### config.mk
export PLATFORM = sky130hd
export DESIGN_NAME = video_cmd_sink
export DESIGN_NICKNAME = d
export VERILOG_FILES = /design/src/rtl/video_cmd_sink_pkg.sv /design/src/rtl/video_cmd_fifo.sv /design/src/rtl/video_cmd_sink.sv
export SDC_FILE = /design/constraint.sdc
export NUM_CORES = 1
export LEC_CHECK = 0
export BUFFER_PORTS_ARGS = -buffer_cell sky130_fd_sc_hd__buf_2
export CAP_MARGIN = 20
export CORE_ASPECT_RATIO = 0.7
export CORE_MARGIN = 4
export CORE_UTILIZATION = 30
export DETAILED_ROUTE_END_ITERATION = 10
export REMOVE_ABC_BUFFERS = 1
export SYNTH_ARGS = -nofsm -noshare
export SYNTH_HDL_FRONTEND = slang
export SYNTH_HIERARCHICAL = 1
export SYNTH_SLANG_ARGS = --single-unit
### constraint.sdc
create_clock -name wire_clock -period 5.8 [get_ports wire_clock]
set_clock_uncertainty 0.1 [all_clocks]
set_input_delay 1.16 -clock wire_clock [delete_from_list [all_inputs] [get_ports wire_clock]]
set_output_delay 1.16 -clock wire_clock [all_outputs]
set_load 0.03 [all_outputs]
### src/rtl/video_cmd_sink_pkg.sv
// ============================================================================
// Module : video_cmd_sink_pkg
// Brief  : Shared FSM encoding, screen geometry and character constants.
// Rev    : 1.0  initial release
// ============================================================================
`default_nettype none
`timescale 1ns/1ps

package video_cmd_sink_pkg;

  typedef enum logic [1:0] {
    ST_IDLE  = 2'd0,
`ifdef VIDEO_CLEAR_EN
    ST_CLEAR = 2'd2,
`endif
    ST_WRITE = 2'd1
  } state_e;

  localparam int unsigned DEF_COLS = 80;
  localparam int unsigned DEF_ROWS = 30;
  localparam int unsigned SCREEN   = DEF_COLS * DEF_ROWS;

  localparam logic [15:0] CLEAR_CHAR = 16'h0020;
  localparam logic [15:0] CLEAR_CODE = 16'hFFFF;

  // FIFO entry layout: {pos[11:0] zero-extended to 16 bits, char}
  function automatic logic [31:0] pack_cmd(input logic [15:0] pos, input logic [15:0] chr);
    return {4'h0, pos[11:0], chr};
  endfunction

endpackage

`default_nettype wire

### src/rtl/video_cmd_fifo.sv
// ============================================================================
// Module : video_cmd_fifo
// Brief  : Power-of-two command FIFO; push while full is accepted only with a
//          simultaneous pop. Head entry is read combinationally.
// Rev    : 1.0  initial release
// ============================================================================
`default_nettype none
`timescale 1ns/1ps

module video_cmd_fifo #(
  parameter int DEPTH = 8,
  parameter int WIDTH = 32
) (
  input  logic                     clk_i,
  input  logic                     rst_ni,
  input  logic                     push_i,
  input  logic                     pop_i,
  input  logic [WIDTH-1:0]         data_i,
  output logic [WIDTH-1:0]         data_o,
  output logic                     full_o,
  output logic                     empty_o,
  output logic [$clog2(DEPTH):0]   level_o
);

  localparam int AW = $clog2(DEPTH);
  localparam logic [AW:0] FULL_CNT = (AW+1)'(DEPTH);

  logic [WIDTH-1:0] mem_q [DEPTH];
  logic [AW-1:0]    wr_ptr_q, rd_ptr_q;
  logic [AW:0]      count_q;
  logic             do_push, do_pop;

  assign empty_o = (count_q == '0);
  assign full_o  = (count_q == FULL_CNT);
  assign do_pop  = pop_i && !empty_o;
  assign do_push = push_i && (!full_o || do_pop);
  assign data_o  = mem_q[rd_ptr_q];
  assign level_o = count_q;

  always_ff @(posedge clk_i or negedge rst_ni) begin
    if (!rst_ni) begin
      wr_ptr_q <= '0;
      rd_ptr_q <= '0;
      count_q  <= '0;
    end else begin
      if (do_push) wr_ptr_q <= wr_ptr_q + 1'b1;
      if (do_pop)  rd_ptr_q <= rd_ptr_q + 1'b1;
      case ({do_push, do_pop})
        2'b10:   count_q <= count_q + 1'b1;
        2'b01:   count_q <= count_q - 1'b1;
        default: count_q <= count_q;
      endcase
    end
  end

  always_ff @(posedge clk_i) begin
    if (do_push) mem_q[wr_ptr_q] <= data_i;
  end

endmodule

`default_nettype wire

### src/rtl/video_cmd_sink.sv
// ============================================================================
// Module : video_cmd_sink
// Brief  : Captures CPU video-write strobes into a FIFO and replays them as
//          character-RAM writes. Optional screen clear via VIDEO_CLEAR_EN.
// Rev    : 1.0  initial release
// ============================================================================
`default_nettype none
`timescale 1ns/1ps

module video_cmd_sink
  import video_cmd_sink_pkg::*;
#(
  parameter int FIFO_DEPTH = 8,
  parameter int COLS       = 80,
  parameter int ROWS       = 30
) (
  input  logic        wire_clock,
  input  logic        wire_reset,
  input  logic        videoflag,
  input  logic [15:0] bus_vga_pos,
  input  logic [15:0] bus_vga_char,
  output logic [11:0] bus_cram_addr,
  output logic [15:0] bus_cram_data,
  output logic        wire_cram_we,
  input  logic        wire_cram_ready,
  output logic        wire_overflow,
  output logic        wire_pos_err,
  output logic [3:0]  bus_fifo_level
);

  localparam int          LW          = $clog2(FIFO_DEPTH) + 1;
  localparam int          SCREEN_CELLS = COLS * ROWS;
  localparam logic [15:0] SCREEN_LIM  = 16'(SCREEN_CELLS);
`ifdef VIDEO_CLEAR_EN
  localparam logic [11:0] SCREEN_LAST = 12'(SCREEN_CELLS - 1);
`endif

  state_e         state_q, state_d;
  logic           vflag_q;
  logic [11:0]    addr_q, addr_d;
  logic [15:0]    data_q, data_d;
  logic           ovf_q, perr_q;

  logic           capture, pos_ok, launch;
  logic           fifo_push, fifo_pop, fifo_full, fifo_empty;
  logic [31:0]    fifo_rdata;
  logic [LW-1:0]  fifo_level;
  logic [11:0]    head_pos;
  logic [15:0]    head_char;
  logic           unused_hi;

  assign capture   = videoflag && !vflag_q;
  assign pos_ok    = (bus_vga_pos < SCREEN_LIM);
  assign fifo_push = capture && pos_ok;
  assign head_pos  = fifo_rdata[27:16];
  assign head_char = fifo_rdata[15:0];
  assign unused_hi = &{1'b0, fifo_rdata[31:28]};

  video_cmd_fifo #(
    .DEPTH (FIFO_DEPTH),
    .WIDTH (32)
  ) u_fifo (
    .clk_i   (wire_clock),
    .rst_ni  (wire_reset),
    .push_i  (fifo_push),
    .pop_i   (fifo_pop),
    .data_i  (pack_cmd(bus_vga_pos, bus_vga_char)),
    .data_o  (fifo_rdata),
    .full_o  (fifo_full),
    .empty_o (fifo_empty),
    .level_o (fifo_level)
  );

  always_comb begin
    state_d  = state_q;
    addr_d   = addr_q;
    data_d   = data_q;
    fifo_pop = 1'b0;
    launch   = 1'b0;

    unique case (state_q)
      ST_IDLE: launch = !fifo_empty;
      ST_WRITE: begin
        if (wire_cram_ready) begin
          launch = !fifo_empty;
          if (fifo_empty) state_d = ST_IDLE;
        end
      end
`ifdef VIDEO_CLEAR_EN
      // addr_q doubles as the clear counter
      ST_CLEAR: begin
        if (wire_cram_ready) begin
          if (addr_q != SCREEN_LAST) begin
            addr_d = addr_q + 12'd1;
          end else begin
            launch = !fifo_empty;
            if (fifo_empty) state_d = ST_IDLE;
          end
        end
      end
`endif
      default: state_d = ST_IDLE;
    endcase

    if (launch) begin
      fifo_pop = 1'b1;
`ifdef VIDEO_CLEAR_EN
      if (head_char == CLEAR_CODE) begin
        state_d = ST_CLEAR;
        addr_d  = '0;
        data_d  = CLEAR_CHAR;
      end else begin
        state_d = ST_WRITE;
        addr_d  = head_pos;
        data_d  = head_char;
      end
`else
      state_d = ST_WRITE;
      addr_d  = head_pos;
      data_d  = head_char;
`endif
    end
  end

  always_ff @(posedge wire_clock or negedge wire_reset) begin
    if (!wire_reset) begin
      state_q <= ST_IDLE;
      vflag_q <= 1'b0;
      addr_q  <= '0;
      data_q  <= '0;
      ovf_q   <= 1'b0;
      perr_q  <= 1'b0;
    end else begin
      state_q <= state_d;
      vflag_q <= videoflag;
      addr_q  <= addr_d;
      data_q  <= data_d;
      if (capture && !pos_ok)                          perr_q <= 1'b1;
      if (capture && pos_ok && fifo_full && !fifo_pop) ovf_q  <= 1'b1;
    end
  end

  assign wire_cram_we   = (state_q != ST_IDLE);
  assign bus_cram_addr  = addr_q;
  assign bus_cram_data  = data_q;
  assign wire_overflow  = ovf_q;
  assign wire_pos_err   = perr_q;
  assign bus_fifo_level = 4'(fifo_level);

endmodule

`default_nettype wire

==> flow_metrics.py, run 1 <==
metrics = {
    "worst_setup_path": {
        "crit_arrival_ns": 3.89,
        "cp.required_ns": 5.83,
        "path_max_fanout": 28,
        "critical_path_class": "input port to flip-flop",
        "end_kind": "flip-flop",
        "start_kind": "input port",
        "reg2regPathDepth": 7,
    },
    "pwr": {
        "power.static_leakage_nw": 4.18,
        "peakVddDrop_mv": 0.244,
        "power_density_nw_per_um2": 458,
    },
    "placed_design": {
        "dp_slack_ns": 1.41,
        "io_buffers": 70,
        "dp.cells": 991,
        "gp_congestion": 0.718,
        "dp_hpwl_um": 12400,
        "postPlaceCellArea_um2": 11400,
    },
    "finish": {
        "stdcell_area_um2": 12200,
        "drive_gt1_share_pct": 39.3,
        "layoutNonFillerInstCount": 1037,
        "mostFrequentLayoutCell": "edfxtp_1",
        "nets": 596,
        "fillers": 3094,
        "layout_common_cells": "224 x edfxtp_1, 70 x buf_2, 48 x mux2_2",
        "fin_util_pct": 35.9,
        "insertedDiodeCount": 0,
        "area_delta_synth_final_pct": 16.5,
    },
    "timing": {
        "timing.final.crit_period_ns": 3.86,
        "layout_setup_ws_ns": 1.94,
        "relSlewSlack_pct": 31.0,
        "setup-violations-final": 0,
        "rsz0062_at_grt": "no",
        "fin_setup_tns_ns": 0,
        "drv_slew": 0,
        "fmax_ghz": 0.259,
        "tightestPinTransition_ns": 1.03,
        "fin_crit_sh_pct": 66.6,
        "finalHoldViolations": 0,
    },
    "routing": {
        "final_antenna_net_count": 0,
        "via_per_inst": 4.49,
        "firstDrtPassIters": 4,
        "routed_wl_um": 20200,
        "route.detailed.wl_per_inst_um": 19.5,
        "drt-initial-drc-count": 246,
        "drcViolationCount": 0,
        "vias": 4659,
    },
    "die": {
        "start_util_pct": 30.8,
        "ioPinCount": 71,
        "die_h_um": 164,
        "die_w_um": 231,
        "die-area_um2": 38000,
        "core_um2": 34000,
        "rows": 56,
    },
    "clock_tree": {
        "cts_buffers": 25,
        "htreeDepth": 1,
        "cts_tree": "yes",
        "cts_hold_buf": 0,
        "cts.clk_slew.worst_paths_ns": 0.06,
        "cts_max_path_buffers": 3,
        "cts_resized": 0,
        "postCtsSetupBuffers": 0,
        "clock_latency_ns": 0.52,
        "clock_sinks": 266,
        "cts_root_buffer": "clkbuf_16",
    },
    "grt": {
        "grt_pass1_vias": 4945,
        "antenna_found_initial": 0,
        "track_usage_pct": 10.7,
        "grt_max_degree": 59,
        "overflow": 0,
        "grt_pass1_wl_um": 30800,
    },
    "yosys": {
        "avgSynthCellArea_um2": 22.3,
        "synthCells": 470,
        "yosys_warnings": 6,
        "synthesis.area_um2": 10500,
    },
    "flow_run": {
        "maxCapViolations": 0,
    },
    "outcome": {
        "run_status": "completed",
    },
    "min_path": {
        "hold_class": "flip-flop to flip-flop",
        "hold_depth": 1,
    },
}
critical path, stage by stage:
cell	delay, ns
buf_2	0.09
nor4_1	0.52
o211ai_1	0.29
nor3b_1	0.26
buf_4	0.19
o21a_1	0.25
nand2b_1	0.26
nor2_4	0.85
per-stage QoR:
| step | total power, W | hold WS (ns) |
|---|---|---|
| global route | 0.00588 | 0.422 |
| CTS | 0.00568 | 0.405 |
| detailed placement | 0.00402 | 0.390 |
| global placement | 0.00399 | 0.390 |
| floorplan | 0.00358 | 0.380 |
| finish | 0.00559 | 0.399 |
power by group:
part           internal, W  switching (W)  leakage (nW)
Combinational     0.000802       0.000780          1.28
Sequential         0.00221       0.000154          2.50
Clock             0.000980       0.000664         0.406
cell type report:
type / count / area (um^2) / share of cell area, %
clock buffer: 30 / 654 / 5.36
inverter: 8 / 30.0 / 0.246
timing repair buffer: 80 / 438 / 3.59
multi-input combinational: 174 / 2550 / 20.9
clock inverter: 15 / 173 / 1.41
tap: 464 / 581 / 4.76
sequential: 266 / 7780 / 63.8
registers in the layout (all words and copies together), names as in the netlist:
register / count
u_fifo/mem_q: 224
bus_cram_data: 16
bus_cram_addr: 12
u_fifo/level_o: 4
u_fifo/rd_ptr_q: 3
u_fifo/wr_ptr_q: 3
state_q: 1
vflag_q: 1
wire_overflow: 1
wire_pos_err: 1
path summary, 6_finish.rpt:
kind | slack (ns) | to | from
max | 1.94 | u_fifo/mem_q[2][3]$_DFFE_PP_ | bus_vga_pos[14]
max in group asynchronous | 4.48 | u_fifo/rd_ptr_q[0]$_DFFE_PN0N_ | wire_reset
min | 0.40 | bus_cram_data[1]$_DFFE_PN0P_ | bus_cram_data[1]$_DFFE_PN0P_
min in group asynchronous | 0.64 | bus_cram_data[5]$_DFFE_PN0P_ | wire_reset
max reg2reg | 2.42 | u_fifo/mem_q[2][3]$_DFFE_PP_ | u_fifo/level_o[1]$_DFFE_PN0P_
min reg2reg | 0.40 | bus_cram_data[1]$_DFFE_PN0P_ | bus_cram_data[1]$_DFFE_PN0P_
metal layers:
metal / global-route usage, % / up-vias / wire, um
li1: - / 2109 / -
met1: 14.8 / 2418 / 9170
met2: 17.6 / 109 / 9800
met3: 2.29 / 23 / 930
met4: 2.02 / 0 / 319
met5: 0 / - / 0
Note: power is estimated with default switching activity, not from simulation.
==> run 2, diff against run 1 <==
==> constraint.sdc (replaced) <==
create_clock -name wire_clock -period 3.6 [get_ports wire_clock]
set_clock_uncertainty 0.1 [all_clocks]
set_input_delay 0.72 -clock wire_clock [delete_from_list [all_inputs] [get_ports wire_clock]]
set_output_delay 0.72 -clock wire_clock [all_outputs]
set_load 0.03 [all_outputs]
==> flow_metrics.py, run 2 (synthesized netlist as in run 1, its figures left out) <==
metrics = {
    "outcome": {
        "run_status": "completed",
    },
    "finish": {
        "layoutNonFillerInstCount": 1055,
        "largest-register": "u_fifo/mem_q",
        "layout_common_cells": "224 x edfxtp_1, 70 x buf_2, 48 x mux2_2",
        "fin_util_pct": 36.2,
        "stdcell_area_um2": 12300,
        "largest_reg_flops": 224,
        "drive_gt1_share_pct": 40.9,
        "insertedDiodeCount": 0,
        "fillers": 3112,
        "mostFrequentLayoutCell": "edfxtp_1",
        "nets": 613,
        "area_delta_synth_final_pct": 17.5,
    },
    "timing": {
        "setup-violations-final": 0,
        "rsz0062_at_grt": "no",
        "fmax_ghz": 0.322,
        "fin_crit_sh_pct": 86.3,
        "timing.final.crit_period_ns": 3.11,
        "fin_setup_tns_ns": 0,
        "finalHoldViolations": 0,
        "drv_slew": 0,
        "tightestPinTransition_ns": 0.870,
        "relSlewSlack_pct": 42.0,
    },
    "routing": {
        "final_antenna_net_count": 0,
        "routed_wl_um": 20700,
        "drt-initial-drc-count": 323,
        "via_per_inst": 4.54,
        "firstDrtPassIters": 4,
        "vias": 4793,
        "drcViolationCount": 0,
        "route.detailed.wl_per_inst_um": 19.6,
    },
    "worst_setup_path": {
        "cp_common_cell": "or2_2",
        "critical_path_class": "input port to flip-flop",
        "worst_path_max_delay_cell": "nor4_1",
        "cp.required_ns": 3.95,
        "crit_arrival_ns": 3.46,
        "reg2reg_slack_ns": 0.56,
        "end_kind": "flip-flop",
        "crit_chain": "buf_2 > nor4_1 > o211ai_1 > nor3b_1 > or2_2 > inv_1 > ha_1 > or2_2 > nand3_1 > mux2_2 > nand3b_1",
        "start_kind": "input port",
        "path_max_fanout": 3,
        "slowest_delay_ns": 0.54,
    },
    "pwr": {
        "power.static_leakage_nw": 4.26,
        "finalPower_w": 0.00889,
        "power_density_nw_per_um2": 722,
        "peakVddDrop_mv": 0.358,
    },
    "placed_design": {
        "gp_congestion": 0.747,
        "dp.cells": 1008,
        "io_buffers": 70,
        "dp_hpwl_um": 13200,
        "postPlaceCellArea_um2": 11500,
    },
    "die": {
        "start_util_pct": 30.8,
        "ioPinCount": 71,
        "die_w_um": 231,
        "rows": 56,
        "die-area_um2": 38000,
        "die_h_um": 164,
        "core_um2": 34000,
    },
    "clock_tree": {
        "cts_root_buffer": "clkbuf_16",
        "cts.clk_slew.worst_paths_ns": 0.07,
        "clock_sinks": 266,
        "cts_resized": 0,
        "htreeDepth": 1,
        "cts_max_path_buffers": 3,
        "clock_latency_ns": 0.53,
        "cts_tree": "yes",
        "cts_buffers": 25,
    },
    "flow_run": {
        "maxCapViolations": 0,
    },
    "grt": {
        "antenna_found_initial": 0,
        "grt_pass1_wl_um": 31800,
        "overflow": 0,
        "track_usage_pct": 11.0,
        "grt_max_degree": 33,
        "grt_pass1_vias": 5039,
    },
    "min_path": {
        "hold_class": "input port to flip-flop",
    },
}
[run 2: timing repair]
item,4_1_cts,5_1_grt
hold buffers,1,0
setup buffers,0,0
endpoints found under the hold margin,8,0
[run 2: where the power goes]
part / switching, W / internal (W) / total (W)
Clock: 0.00111 / 0.00138 / 0.00249
Sequential: 0.000237 / 0.00357 / 0.00380
Combinational: 0.00127 / 0.00132 / 0.00259
Total: 0.00262 / 0.00627 / 0.00889
[run 2: per-layer routing]
metal  global-route usage (%)  vias to the layer above  share of wire [%]
li1                         -                     2139                  -
met3                     2.55                       21                3.9
met1                     15.4                     2545                 46
met4                     2.10                        0                1.3
met2                     17.9                       88                 48
met5                        0                        -                  0
[run 2: cell type report]
cell class | instances | area [um^2] | area share [%]
Inverter | 8 | 30.0 | 0.244
Clock buffer | 29 | 651 | 5.29
Multi-Input combinational cell | 174 | 2550 | 20.7
Clock inverter | 17 | 126 | 1.03
Timing Repair Buffer | 97 | 593 | 4.82
Sequential cell | 266 | 7780 | 63.2
Tap cell | 464 | 581 | 4.72
[run 2: per-stage QoR]
step	worst slack (ns)	hold WS, ns
detailed placement	-0.0259	0.393
CTS	0.523	0.221
global placement	0.139	0.385
global route	0.256	0.216
floorplan	-1.14	0.324
finish	0.495	0.245
[run 2: path summary, 6_finish.rpt]
path / from / to / depth (start not counted)
hold / removal: videoflag / vflag_q$_DFF_PN0_ / 1
setup / recovery: bus_vga_pos[14] / u_fifo/level_o[3]$_DFFE_PN0P_ / 11
hold reg to reg: bus_cram_data[15]$_DFFE_PN0P_ / bus_cram_data[15]$_DFFE_PN0P_ / 1
min in group asynchronous: wire_reset / bus_cram_data[10]$_DFFE_PN0P_ / 2
max in group asynchronous: wire_reset / u_fifo/rd_ptr_q[0]$_DFFE_PN0N_ / 3
setup reg to reg: u_fifo/level_o[1]$_DFFE_PN0P_ / u_fifo/level_o[3]$_DFFE_PN0P_ / 11
[run 2: critical path, delay by kind of cell]
kind / cells / cell delay, ns
buf+inv: 2 / 0.16
fa+ha+maj: 1 / 0.31
simple gates: 6 / 1.65
compound gates: 1 / 0.28
mux: 1 / 0.34
==> run 3, diff against run 2 <==
--- a/config.mk
+++ b/config.mk
@@ -6,9 +6,9 @@
 export NUM_CORES = 1
 export LEC_CHECK = 0
 export BUFFER_PORTS_ARGS = -buffer_cell sky130_fd_sc_hd__buf_2
-export CAP_MARGIN = 20
+export CAP_MARGIN = 15
 export CORE_ASPECT_RATIO = 0.7
-export CORE_MARGIN = 4
+export CORE_MARGIN = 2
 export CORE_UTILIZATION = 30
 export DETAILED_ROUTE_END_ITERATION = 10
 export REMOVE_ABC_BUFFERS = 1
==> flow_metrics.py, run 3 (synthesized netlist as in run 1, its figures left out) <==
metrics = {
    "worst_setup_path": {
        "reg2reg_slack_ns": 0.63,
        "worst-path-buf-inv": 1,
        "start_kind": "flip-flop",
        "worst_path_max_delay_cell": "or3_1",
        "cp.required_ns": 3.97,
        "slowest_delay_ns": 0.54,
        "cp_common_cell": "or2_2",
        "r2r_end": "u_fifo/level_o[3]$_DFFE_PN0P_",
        "reg2regPathDepth": 11,
        "crit_chain": "or3_1 > nor2_1 > a21oi_4 > o21ai_2 > or2_2 > inv_1 > ha_1 > or2_2 > nand3_1 > mux2_2 > nand3b_1",
        "path_depth": 11,
        "crit_arrival_ns": 3.34,
        "end_kind": "flip-flop",
        "critical_path_class": "flip-flop to flip-flop",
        "path_max_fanout": 8,
        "critPathTopFamily": "simple AND/OR/NAND/NOR gates",
        "r2r-start": "u_fifo/level_o[1]$_DFFE_PN0P_",
    },
    "clock_tree": {
        "cts_root_buffer": "clkbuf_16",
        "clock_latency_ns": 0.53,
        "cts_resized": 0,
        "cts.clk_slew.worst_paths_ns": 0.06,
        "cts_buffers": 26,
        "htreeDepth": 1,
        "clock_sinks": 266,
        "postCtsSetupBuffers": 0,
        "cts_max_path_buffers": 3,
        "cts_hold_buf": 0,
        "cts_tree": "yes",
    },
    "pwr": {
        "pwr-share-comb_pct": 27.8,
        "p_sw_share_pct": 29.3,
        "power_density_nw_per_um2": 740,
        "peakVddDrop_mv": 0.324,
        "p_seq_share_pct": 42.3,
        "power.static_leakage_nw": 4.29,
        "p_int_w": 0.00650,
        "finalPower_w": 0.00919,
        "switching_power_w": 0.00269,
        "pwr-share-clk_pct": 29.9,
    },
    "finish": {
        "fillers": 3207,
        "layout_common_cells": "224 x edfxtp_1, 70 x buf_2, 48 x mux2_2",
        "area_delta_synth_final_pct": 18.4,
        "layoutNonFillerInstCount": 1063,
        "nets": 612,
        "multi_input_area_um2": 2550,
        "fin_util_pct": 36.0,
        "largest_reg_flops": 224,
        "insertedDiodeCount": 0,
        "drive_gt1_share_pct": 41.5,
        "ff_latch_area_um2": 7780,
        "largest-register": "u_fifo/mem_q",
        "mostFrequentLayoutCell": "edfxtp_1",
        "stdcell_area_um2": 12400,
    },
    "timing": {
        "fmax_ghz": 0.337,
        "tightestPinTransition_ns": 0.833,
        "rsz0062_at_grt": "no",
        "hold_ws_ns": 0.135,
        "timing.final.crit_period_ns": 2.97,
        "finalHoldViolations": 0,
        "relSlewSlack_pct": 44.5,
        "setup-violations-final": 0,
        "fin_crit_sh_pct": 82.4,
        "drv_slew": 0,
    },
    "placed_design": {
        "postPlaceCellArea_um2": 11500,
        "gp_congestion": 0.761,
        "dp.cells": 1015,
        "io_buffers": 70,
        "dp_hpwl_um": 13400,
    },
    "routing": {
        "route.detailed.wl_per_inst_um": 20.1,
        "final_antenna_net_count": 0,
        "drt-initial-drc-count": 255,
        "vias": 4839,
        "routed_wl_um": 21400,
        "firstDrtPassIters": 6,
        "via_per_inst": 4.55,
        "drcViolationCount": 0,
    },
    "flow_run": {
        "maxCapViolations": 0,
    },
    "grt": {
        "overflow": 0,
        "track_usage_pct": 12.0,
        "grt_max_degree": 35,
        "grt_pass1_vias": 5245,
        "antenna_found_initial": 2,
        "grt_pass1_wl_um": 32800,
    },
    "die": {
        "ioPinCount": 71,
        "die_w_um": 227,
        "rows": 57,
        "core_um2": 34500,
        "die-area_um2": 36500,
        "start_util_pct": 30.4,
        "die_h_um": 160,
    },
    "min_path": {
        "hold_class": "input port to async pin",
    },
    "outcome": {
        "run_status": "completed",
    },
}
## run 3: worst max-delay path by stage
stage,start,endpoint,slack [ns]
floorplan,u_fifo/level_o[1]$_DFFE_PN0P_,u_fifo/mem_q[0][0]$_DFFE_PP_,-1.14
global placement,bus_vga_pos[14],u_fifo/level_o[3]$_DFFE_PN0P_,0.17
detailed placement,bus_vga_pos[14],u_fifo/level_o[3]$_DFFE_PN0P_,0.17
CTS,u_fifo/level_o[1]$_DFFE_PN0P_,u_fifo/level_o[3]$_DFFE_PN0P_,0.66
global route,u_fifo/level_o[1]$_DFFE_PN0P_,u_fifo/level_o[3]$_DFFE_PN0P_,0.51
finish,u_fifo/level_o[1]$_DFFE_PN0P_,u_fifo/level_o[3]$_DFFE_PN0P_,0.63
## run 3: layer usage
metal | up-vias | GRT usage [%] | part of all wire [%]
li1 | 2137 | - | -
met1 | 2571 | 16.2 | 44
met2 | 98 | 20.0 | 49
met3 | 29 | 2.95 | 4.7
met4 | 4 | 2.32 | 1.4
met5 | - | 0 | 0.12
## run 3: per-stage QoR
step	setup TNS [ns]	setup slack [ns]
global route	0	0.507
floorplan	-125.12	-1.14
global placement	0	0.172
CTS	0	0.655
detailed placement	0	0.169
finish	0	0.634
## run 3: layout make-up
class                   instances  share of cell area (%)
multi-input cells             174                    20.5
clock buffers                  32                    5.68
repair buffers                 95                    4.74
clock inverters                16                    1.34
well taps                     472                    4.76
flip-flops and latches        266                    62.7
inverters                       8                   0.242
## run 3: power by group through the flow
stage | combinational (W) | clock [W] | sequential [W]
2_1_floorplan | 0.00140 | 0 | 0.00436
3_3_place_gp | 0.00255 | 0 | 0.00396
3_5_place_dp | 0.00260 | 0 | 0.00397
4_1_cts | 0.00261 | 0.00282 | 0.00390
5_1_grt | 0.00273 | 0.00295 | 0.00394
6_report | 0.00256 | 0.00274 | 0.00389
